$ cat config.mk
export PLATFORM = sky130hd
export DESIGN_NAME = ds_operand_stage
export DESIGN_NICKNAME = d
export VERILOG_FILES = /design/src/rtl/ds_operand_stage_pkg.sv /design/src/rtl/ds_operand_stage_regfile_2r1w.sv /design/src/rtl/ds_operand_stage.sv
export SDC_FILE = /design/constraint.sdc
export NUM_CORES = 2
export LEC_CHECK = 0
export BUFFER_PORTS_ARGS = -buffer_cell sky130_fd_sc_hd__buf_2
export CORE_AREA = 2 2 309 433
export CTS_CLUSTER_SIZE = 20
export DETAILED_ROUTE_END_ITERATION = 10
export DIE_AREA = 0 0 311 435
export HOLD_SLACK_MARGIN = 0.02
export PLACE_DENSITY = 0.69
export SETUP_SLACK_MARGIN = 0.3
export SYNTH_ARGS = -nofsm -noshare
export SYNTH_HDL_FRONTEND = slang
export SYNTH_SLANG_ARGS = --single-unit
$ cat constraint.sdc
create_clock -name clk -period 2.8 [get_ports clk]
set_input_delay 0.42 -clock clk [delete_from_list [all_inputs] [get_ports clk]]
set_output_delay 0.42 -clock clk [all_outputs]
set_load 0.05 [all_outputs]
$ cat src/rtl/ds_operand_stage_pkg.sv
`default_nettype none
// ============================================================================
// Module   : ds_operand_stage_pkg
// Desc     : Shared widths for the decode-stage operand front end.
// Revision : 1.0 - initial release
// ============================================================================
package ds_operand_stage_pkg;

    localparam int XLEN_DEFAULT = 32;
    localparam int REG_AW       = 5;
    localparam int NUM_REGS     = 32;
    localparam int INST_W       = 32;

    typedef logic [REG_AW-1:0] reg_addr_t;

endpackage : ds_operand_stage_pkg
`default_nettype wire

$ cat src/rtl/ds_operand_stage_regfile_2r1w.sv
`default_nettype none
// ============================================================================
// Module   : regfile_2r1w
// Desc     : 32-entry 2R1W register file, r0 hard-zero, write-through reads.
// Revision : 1.0 - initial release
// ============================================================================
module regfile_2r1w
    import ds_operand_stage_pkg::*;
#(
    parameter int XLEN = XLEN_DEFAULT
) (
    input  logic            clk,
    input  reg_addr_t       raddr1,
    input  reg_addr_t       raddr2,
    output logic [XLEN-1:0] rdata1,
    output logic [XLEN-1:0] rdata2,
    input  logic            we,
    input  reg_addr_t       waddr,
    input  logic [XLEN-1:0] wdata
);

    logic [XLEN-1:0] r_mem [NUM_REGS];
    logic            w_wr_en;

    assign w_wr_en = we && (waddr != '0);

    // Contents are deliberately left unreset.
    always_ff @(posedge clk) begin
        if (w_wr_en) begin
            r_mem[waddr] <= wdata;
        end
    end

    assign rdata1 = (raddr1 == '0)                 ? '0    :
                    (w_wr_en && waddr == raddr1)   ? wdata : r_mem[raddr1];
    assign rdata2 = (raddr2 == '0)                 ? '0    :
                    (w_wr_en && waddr == raddr2)   ? wdata : r_mem[raddr2];

endmodule : regfile_2r1w
`default_nettype wire

$ cat src/rtl/ds_operand_stage.sv
`default_nettype none
// ============================================================================
// Module   : ds_operand_stage
// Desc     : Decode-stage pipeline register, operand forwarding and interlock.
// Revision : 1.0 - initial release
// ============================================================================
module ds_operand_stage
    import ds_operand_stage_pkg::*;
#(
    parameter int XLEN  = XLEN_DEFAULT,
    parameter int N_FWD = 3,
    parameter int CNT_W = 32
) (
    input  logic                    clk,
    input  logic                    reset,
    input  logic                    fs_to_ds_valid,
    input  logic [INST_W-1:0]       fs_inst,
    input  logic [XLEN-1:0]         fs_pc,
    output logic                    ds_allowin,
    input  logic                    es_allowin,
    output logic                    ds_to_es_valid,
    input  logic                    flush,
    output logic [INST_W-1:0]       ds_inst,
    output logic [XLEN-1:0]         ds_pc,
    input  logic [REG_AW-1:0]       src1_addr,
    input  logic                    src1_used,
    input  logic [REG_AW-1:0]       src2_addr,
    input  logic                    src2_used,
    output logic [XLEN-1:0]         src1_data,
    output logic [XLEN-1:0]         src2_data,
    input  logic [N_FWD-1:0]        fwd_valid,
    input  logic [REG_AW*N_FWD-1:0] fwd_waddr,
    input  logic [N_FWD-1:0]        fwd_data_ok,
    input  logic [XLEN*N_FWD-1:0]   fwd_wdata,
    input  logic                    rf_we,
    input  logic [REG_AW-1:0]       rf_waddr,
    input  logic [XLEN-1:0]         rf_wdata,
    output logic [CNT_W-1:0]        stall_cnt
);

    logic                    r_ds_valid;
    logic [INST_W-1:0]       r_ds_inst;
    logic [XLEN-1:0]         r_ds_pc;
    logic [CNT_W-1:0]        r_stall_cnt;

    logic                    w_ready_go;
    logic [1:0]              w_hazard;
    logic [1:0][REG_AW-1:0]  w_src_addr;
    logic [1:0]              w_src_used;
    logic [1:0][XLEN-1:0]    w_rf_rdata;
    logic [1:0][XLEN-1:0]    w_src_data;

    assign w_src_addr = {src2_addr, src1_addr};
    assign w_src_used = {src2_used, src1_used};

    regfile_2r1w #(
        .XLEN   (XLEN)
    ) u_regfile (
        .clk    (clk),
        .raddr1 (src1_addr),
        .raddr2 (src2_addr),
        .rdata1 (w_rf_rdata[0]),
        .rdata2 (w_rf_rdata[1]),
        .we     (rf_we),
        .waddr  (rf_waddr),
        .wdata  (rf_wdata)
    );

    for (genvar s = 0; s < 2; s++) begin : g_src
        logic            w_hit;
        logic            w_ok;
        logic [XLEN-1:0] w_fwd;

        // Scan oldest to youngest so the youngest match overwrites older ones.
        always_comb begin
            w_hit = 1'b0;
            w_ok  = 1'b0;
            w_fwd = '0;
            for (int i = N_FWD - 1; i >= 0; i--) begin
                if (fwd_valid[i] && (fwd_waddr[REG_AW*i +: REG_AW] == w_src_addr[s])) begin
                    w_hit = 1'b1;
                    w_ok  = fwd_data_ok[i];
                    w_fwd = fwd_wdata[XLEN*i +: XLEN];
                end
            end
        end

        assign w_hazard[s]   = w_src_used[s] && (w_src_addr[s] != '0) && w_hit && !w_ok;
        assign w_src_data[s] = (w_src_addr[s] == '0) ? '0    :
                               w_hit                 ? w_fwd : w_rf_rdata[s];
    end

    assign w_ready_go     = ~(|w_hazard);
    assign ds_allowin     = ~r_ds_valid | (w_ready_go & es_allowin);
    assign ds_to_es_valid = r_ds_valid & w_ready_go & ~flush;

    always_ff @(posedge clk or posedge reset) begin
        if (reset) begin
            r_ds_valid  <= 1'b0;
            r_ds_inst   <= '0;
            r_ds_pc     <= '0;
            r_stall_cnt <= '0;
        end else begin
            if (flush) begin
                r_ds_valid <= 1'b0;
            end else if (ds_allowin) begin
                r_ds_valid <= fs_to_ds_valid;
            end
            if (fs_to_ds_valid && ds_allowin && !flush) begin
                r_ds_inst <= fs_inst;
                r_ds_pc   <= fs_pc;
            end
            if (r_ds_valid && !w_ready_go && !flush && (r_stall_cnt != '1)) begin
                r_stall_cnt <= r_stall_cnt + CNT_W'(1);
            end
        end
    end

    assign ds_inst   = r_ds_inst;
    assign ds_pc     = r_ds_pc;
    assign stall_cnt = r_stall_cnt;
    assign src1_data = w_src_data[0];
    assign src2_data = w_src_data[1];

endmodule : ds_operand_stage
`default_nettype wire
# Word-level counts from Yosys, hierarchy flattened

Memory sizes are Yosys's and may differ from the RTL's.
Cells that the tools add are included.

RAM bits: 1,024
Memories: 1
Input port bits: 236
Bits in registers: 97
Logic and storage cells: 80
Output and inout port bits: 162

Mux-type cells: 28
Add/subtract/negate cells: 1
Reductions and logical operators: 30
Bitwise logic cells: 7
Equality and inequality tests: 9

Memories:

| name            | depth | bits a word | rd ports | clocked after memory_dff | wr ports | line                                | text |
|---|---|---|---|---|---|---|---|
| u_regfile.r_mem | 32    | 32          | 2        | 0                        | 1        | ds_operand_stage_regfile_2r1w.sv:22 | `logic [XLEN-1:0] r_mem [NUM_REGS];` |

Operator list:

| kind                    | count |
|---|---|
| $mux W32                | 12 |
| $eq A5 B5 Y1            | 8 |
| $add A32 B1 Y32 const B | 1 |
| $ne A32 B32 Y1 const B  | 1 |
| $logic_and A1 B1 Y1     | 20 |
| $mux W1                 | 16 |
| $reduce_bool A5 Y1      | 3 |
| $logic_not A5 Y1        | 2 |
| $and A1 B1 Y1           | 3 |
| $logic_not A1 Y1        | 3 |
| $not A1 Y1              | 3 |
| $reduce_bool A2 Y1      | 1 |
| $reduce_or A2 Y1        | 1 |
| $or A1 B1 Y1            | 1 |

# Depth between registers and ports, before layout

Depth in word-level cells: 13
Gate-level depth with buffers: 10
Depth with buffers taken out: 7

# Modules after synthesis

Synthesis repeated with hierarchy kept, for this count alone.

Cell total of the unflattened synthesis: 3,200
Area total of the unflattened synthesis: 54,033.1 um^2

Modules (own cells, without submodules):

| module           | times used | cells an instance | area each (um^2) | sequential area each (um^2) |
|---|---|---|---|---|
| regfile_2r1w     | 1          | 2,598             | 48,067.4         | 30,749.5 |
| ds_operand_stage | 1          | 602               | 5,965.7          | 2,427.3 |

# Worst setup path before layout

Ideal clock, no wire load.

Kind: input-to-output
From: input rf_waddr[3]
To: output src1_data[10]
Slack: -1.239 ns
Data required time: 2.380 ns
Path buffers: 3
Stages: 10
Arrival: 3.619 ns
Cells stage by stage: buf_4 > or3_1 > o31ai_2 > or4_4 > nand2_2 > or3_1 > buf_4 > buf_6 > o22ai_1 > o41ai_1

Cells in the longest elaborated chain, start to end: 6
Elaborated cells on any way between the ends: 7
Those cells by class: eq/ne: 1; mux: 3; reduce/logical: 3

RTL lines:

| element                 | line                                | text |
|---|---|---|
| from (decl)             | ds_operand_stage.sv:36              | `input logic [REG_AW-1:0] rf_waddr,` |
| $reduce_bool A5 Y1      | ds_operand_stage_regfile_2r1w.sv:25 | `assign w_wr_en = we && (waddr != '0);` |
| $logic_and A1 B1 Y1     | ds_operand_stage_regfile_2r1w.sv:25 |  |
| $logic_and A1 B1 Y1 (*) | ds_operand_stage_regfile_2r1w.sv:35 | `(w_wr_en && waddr == raddr1) ? wdata : r_mem[raddr1];` |
| $mux W32 (*)            | ds_operand_stage_regfile_2r1w.sv:35 |  |
| $mux W32 (*)            | ds_operand_stage.sv:90              | `w_hit ? w_fwd : w_rf_rdata[s];` |
| $mux W32 (*)            | ds_operand_stage.sv:89              | `assign w_src_data[s] = (w_src_addr[s] == '0) ? '0 :` |
| to (decl)               | ds_operand_stage.sv:29              | `output logic [XLEN-1:0] src1_data,` |

Every way passes the cells marked *; elsewhere a longest branch is shown, timed or not.

==> reports/metrics.yaml <==
routing:
  drc_errors: 0
  dr.first_iter.drc_count: 4894
  vias: 36220
  drt_first_pass_iters: 6
  ant_nets: 0
  wl_per_cell_um: 34.99
  vias_per_cell: 6.384
  finalWirelength_um: 198500
layout:
  drive_above_1_share: 0.5385
  regArea_um2: 33180
  nets: 4061
  fill_cells: 9922
  fin_util: 0.5464
  area_growth_pct: 34.16
  multiInputGateArea_um2: 22270
  fin_cells: 5674
  design_area_um2: 71940
critical_path:
  arrival_ns: 2.93
  required_ns: 2.38
  rr_endpoint: "stall_cnt[12]"
  rrSetupSlack_ns: 0.44
  worstSetupEndpointType: "output pin"
  reg2reg_depth: 8
  cp_max_fo: 2
  timing.critical_path.from_type: "flop"
  r2r_start: "stall_cnt[5]"
  crit_type: "reg2out"
yosys:
  synth_cells: 2845
  synth_top_area_frac: 0.5735
  synth_cell_types: 58
  syn_area_um2: 53620
  yosysTopAreaCell: "edfxtp_1"
  yosysMostFrequentCell: "edfxtp_1"
  synth_ff_type: "edfxtp_1"
  ys_warn_count: 0
  ys_seq_area_frac: 0.6187
  synth-seq-cells: 1121
  syn_area_per_cell_um2: 18.85
  synth.area.top_cells: "edfxtp_1, mux4_2, dfrtp_1"
  synth_edf_count: 1024
  ys_async_sr_fraction: 0.08653
  synthTopCellsByCount: "edfxtp_1, mux4_2, mux2i_1"
sta:
  worst_pin_slew_ns: 1.135
  setup_slack_ns: -0.5543
  min_period_over_period: 1.198
  setup_violations: 66
  drv_slew: 0
  rsz0062_at_grt: "yes"
  slew_headroom: 0.2418
  max_freq_mhz: 298.1
  fin_tns_setup_ns: -22.77
  finalHoldViolCount: 0
  period_needed_ns: 3.354
  skew_ns: 0.04864
power:
  report.power.total_mw: 41.49
  ir_drop_v: 0.0004885
  power.density_nw_per_um2: 576.7
  p_leak_nw: 25.33
floorplan:
  io_pins: 398
  die_h_um: 435
  start_util: 0.4073
  die_x_um: 311
  die_area_um2: 135300
  core_area_um2: 131700
  core.rowCount: 158
global_route:
  grt_remaining_overflow: 0
  antenna_found_initial: 11
  grtUsageTotal: 0.2870
  grt_pass1_wl_um: 273800
  grt_pass1_vias: 36720
  grt_start_max_net_pins: 54
cts:
  cts.htree.levels: 3
  cts_buffer_depth: 3
  tritoncts: "yes"
  clock-sinks: 1121
  cts.clk_slew.worst_paths_ns: 0.07
  worstSkewPairLatency_ns: 0.74
  cts_root_buf: "clkbuf_16"
  cts_buffers: 106
placement:
  place_congestion: 0.8805
  place_area_um2: 64130
  dp_hpwl_um: 128100
  port_buffers: 397
  place_inst: 5285
flow_run:
  max_cap_violations: 0
min_path:
  hold_end: "u_regfile.r_mem[12][29]"
  hp-start: "rf_wdata[29]"
  min_path_cells: 1
  hold_class: "in2reg"
run_status:
  status: "complete, but fails checks"
  violations: "setup timing"
## what timing repair did
action | in CTS | in global routing
buffers inserted | 49 | 55
gates cloned | 16 | 2
setup endpoints to repair | 79 | 153
resized for setup | 304 | 141
hold buffers | 69 | 1
hold endpoints to repair | 107 | 1
pin swaps | 82 | 62
## worst max path at each step
stage                                       start       endpoint  cells past startpoint  slack (ns)
after floorplan                       rf_waddr[4]  src1_data[10]                     10       -0.25
after global placement               src2_addr[2]  src2_data[12]                     10       -0.84
after detailed placement             src2_addr[2]  src2_data[26]                     10       -0.84
after CTS                 u_regfile.r_mem[18][19]  src2_data[19]                      8       -0.57
after global routing       u_regfile.r_mem[15][2]   src2_data[2]                      9       -0.58
final                     u_regfile.r_mem[29][19]  src2_data[19]                      8       -0.55
## registers in the layout, summed over array words and instances, names as in the netlist
name             cells
ds_pc               32
u_regfile.r_mem   1024
stall_cnt           32
ds_inst             32
r_ds_valid           1
## layout make-up
cell class / instances / area share
Sequential cell: 1121 / 0.4612
Multi-Input combinational cell: 1519 / 0.3096
Timing Repair Buffer: 1068 / 0.1491
Clock buffer: 128 / 0.03832
Tap cell: 1760 / 0.03061
Clock inverter: 65 / 0.01061
Inverter: 8 / 0.0004696
Antenna cell: 5 / 0.0001739
## report_power, final
group	leakage (nW)	switching [mW]	internal, mW
clock network	1.71	6.55	8.34
registers	10.4	0.229	18.7
logic	13.2	4.24	3.47
total	25.3	11.0	30.5
## layout by cell type, fill, tap and decap left out, drive strengths merged, types with 59 or more instances in the layout
cell type,Yosys,layout
buf,124,987
mux4,556,556
o22ai,108,108
dlygate4sd3,0,69
xor2,59,59
edfxtp,1024,1024
mux2,69,69
mux2i,140,140
nand2,72,72
nor2,116,116
dfrtp,97,97
clkbuf,104,132
## critical path, cell delays in order (launching register included)
cell and delay, ns:
edfxtp_1 0.41, mux4_2 0.48, mux2i_1 0.21, o22ai_2 0.11
buf_4 0.15, nor3_4 0.24, nor4_2 0.11, a221o_2 0.35
buf_12 0.16
## metal layers
layer | share of wire | track usage | up-vias
met5 | 0.00014 | 0 | -
met4 | 0.064 | 0.1636 | 4
met3 | 0.11 | 0.07071 | 521
met2 | 0.49 | 0.4726 | 2564
met1 | 0.34 | 0.3452 | 18990
li1 | - | - | 14150
## per-stage QoR
stage               setup WS [ns]  hold WS (ns)
floorplan                 -0.2518        0.4831
global placement          -0.8377        0.4692
detailed placement        -0.8394        0.4764
CTS                       -0.5708       0.03472
global route              -0.5813       0.06023
finish                    -0.5543       0.07384
## kinds of logic after synthesis
kind of cell | synth area share
multiplexers | 0.2784
other | 0.00006993
AND/OR/NAND/NOR | 0.03470
buffers and inverters | 0.02035
adder cells (fa/ha/maj) | 0.0002333
AO/OA/AOI/OAI | 0.03598
flip-flops | 0.6187
XOR/XNOR | 0.01160
No activity file was read; power rests on OpenSTA's default activity.
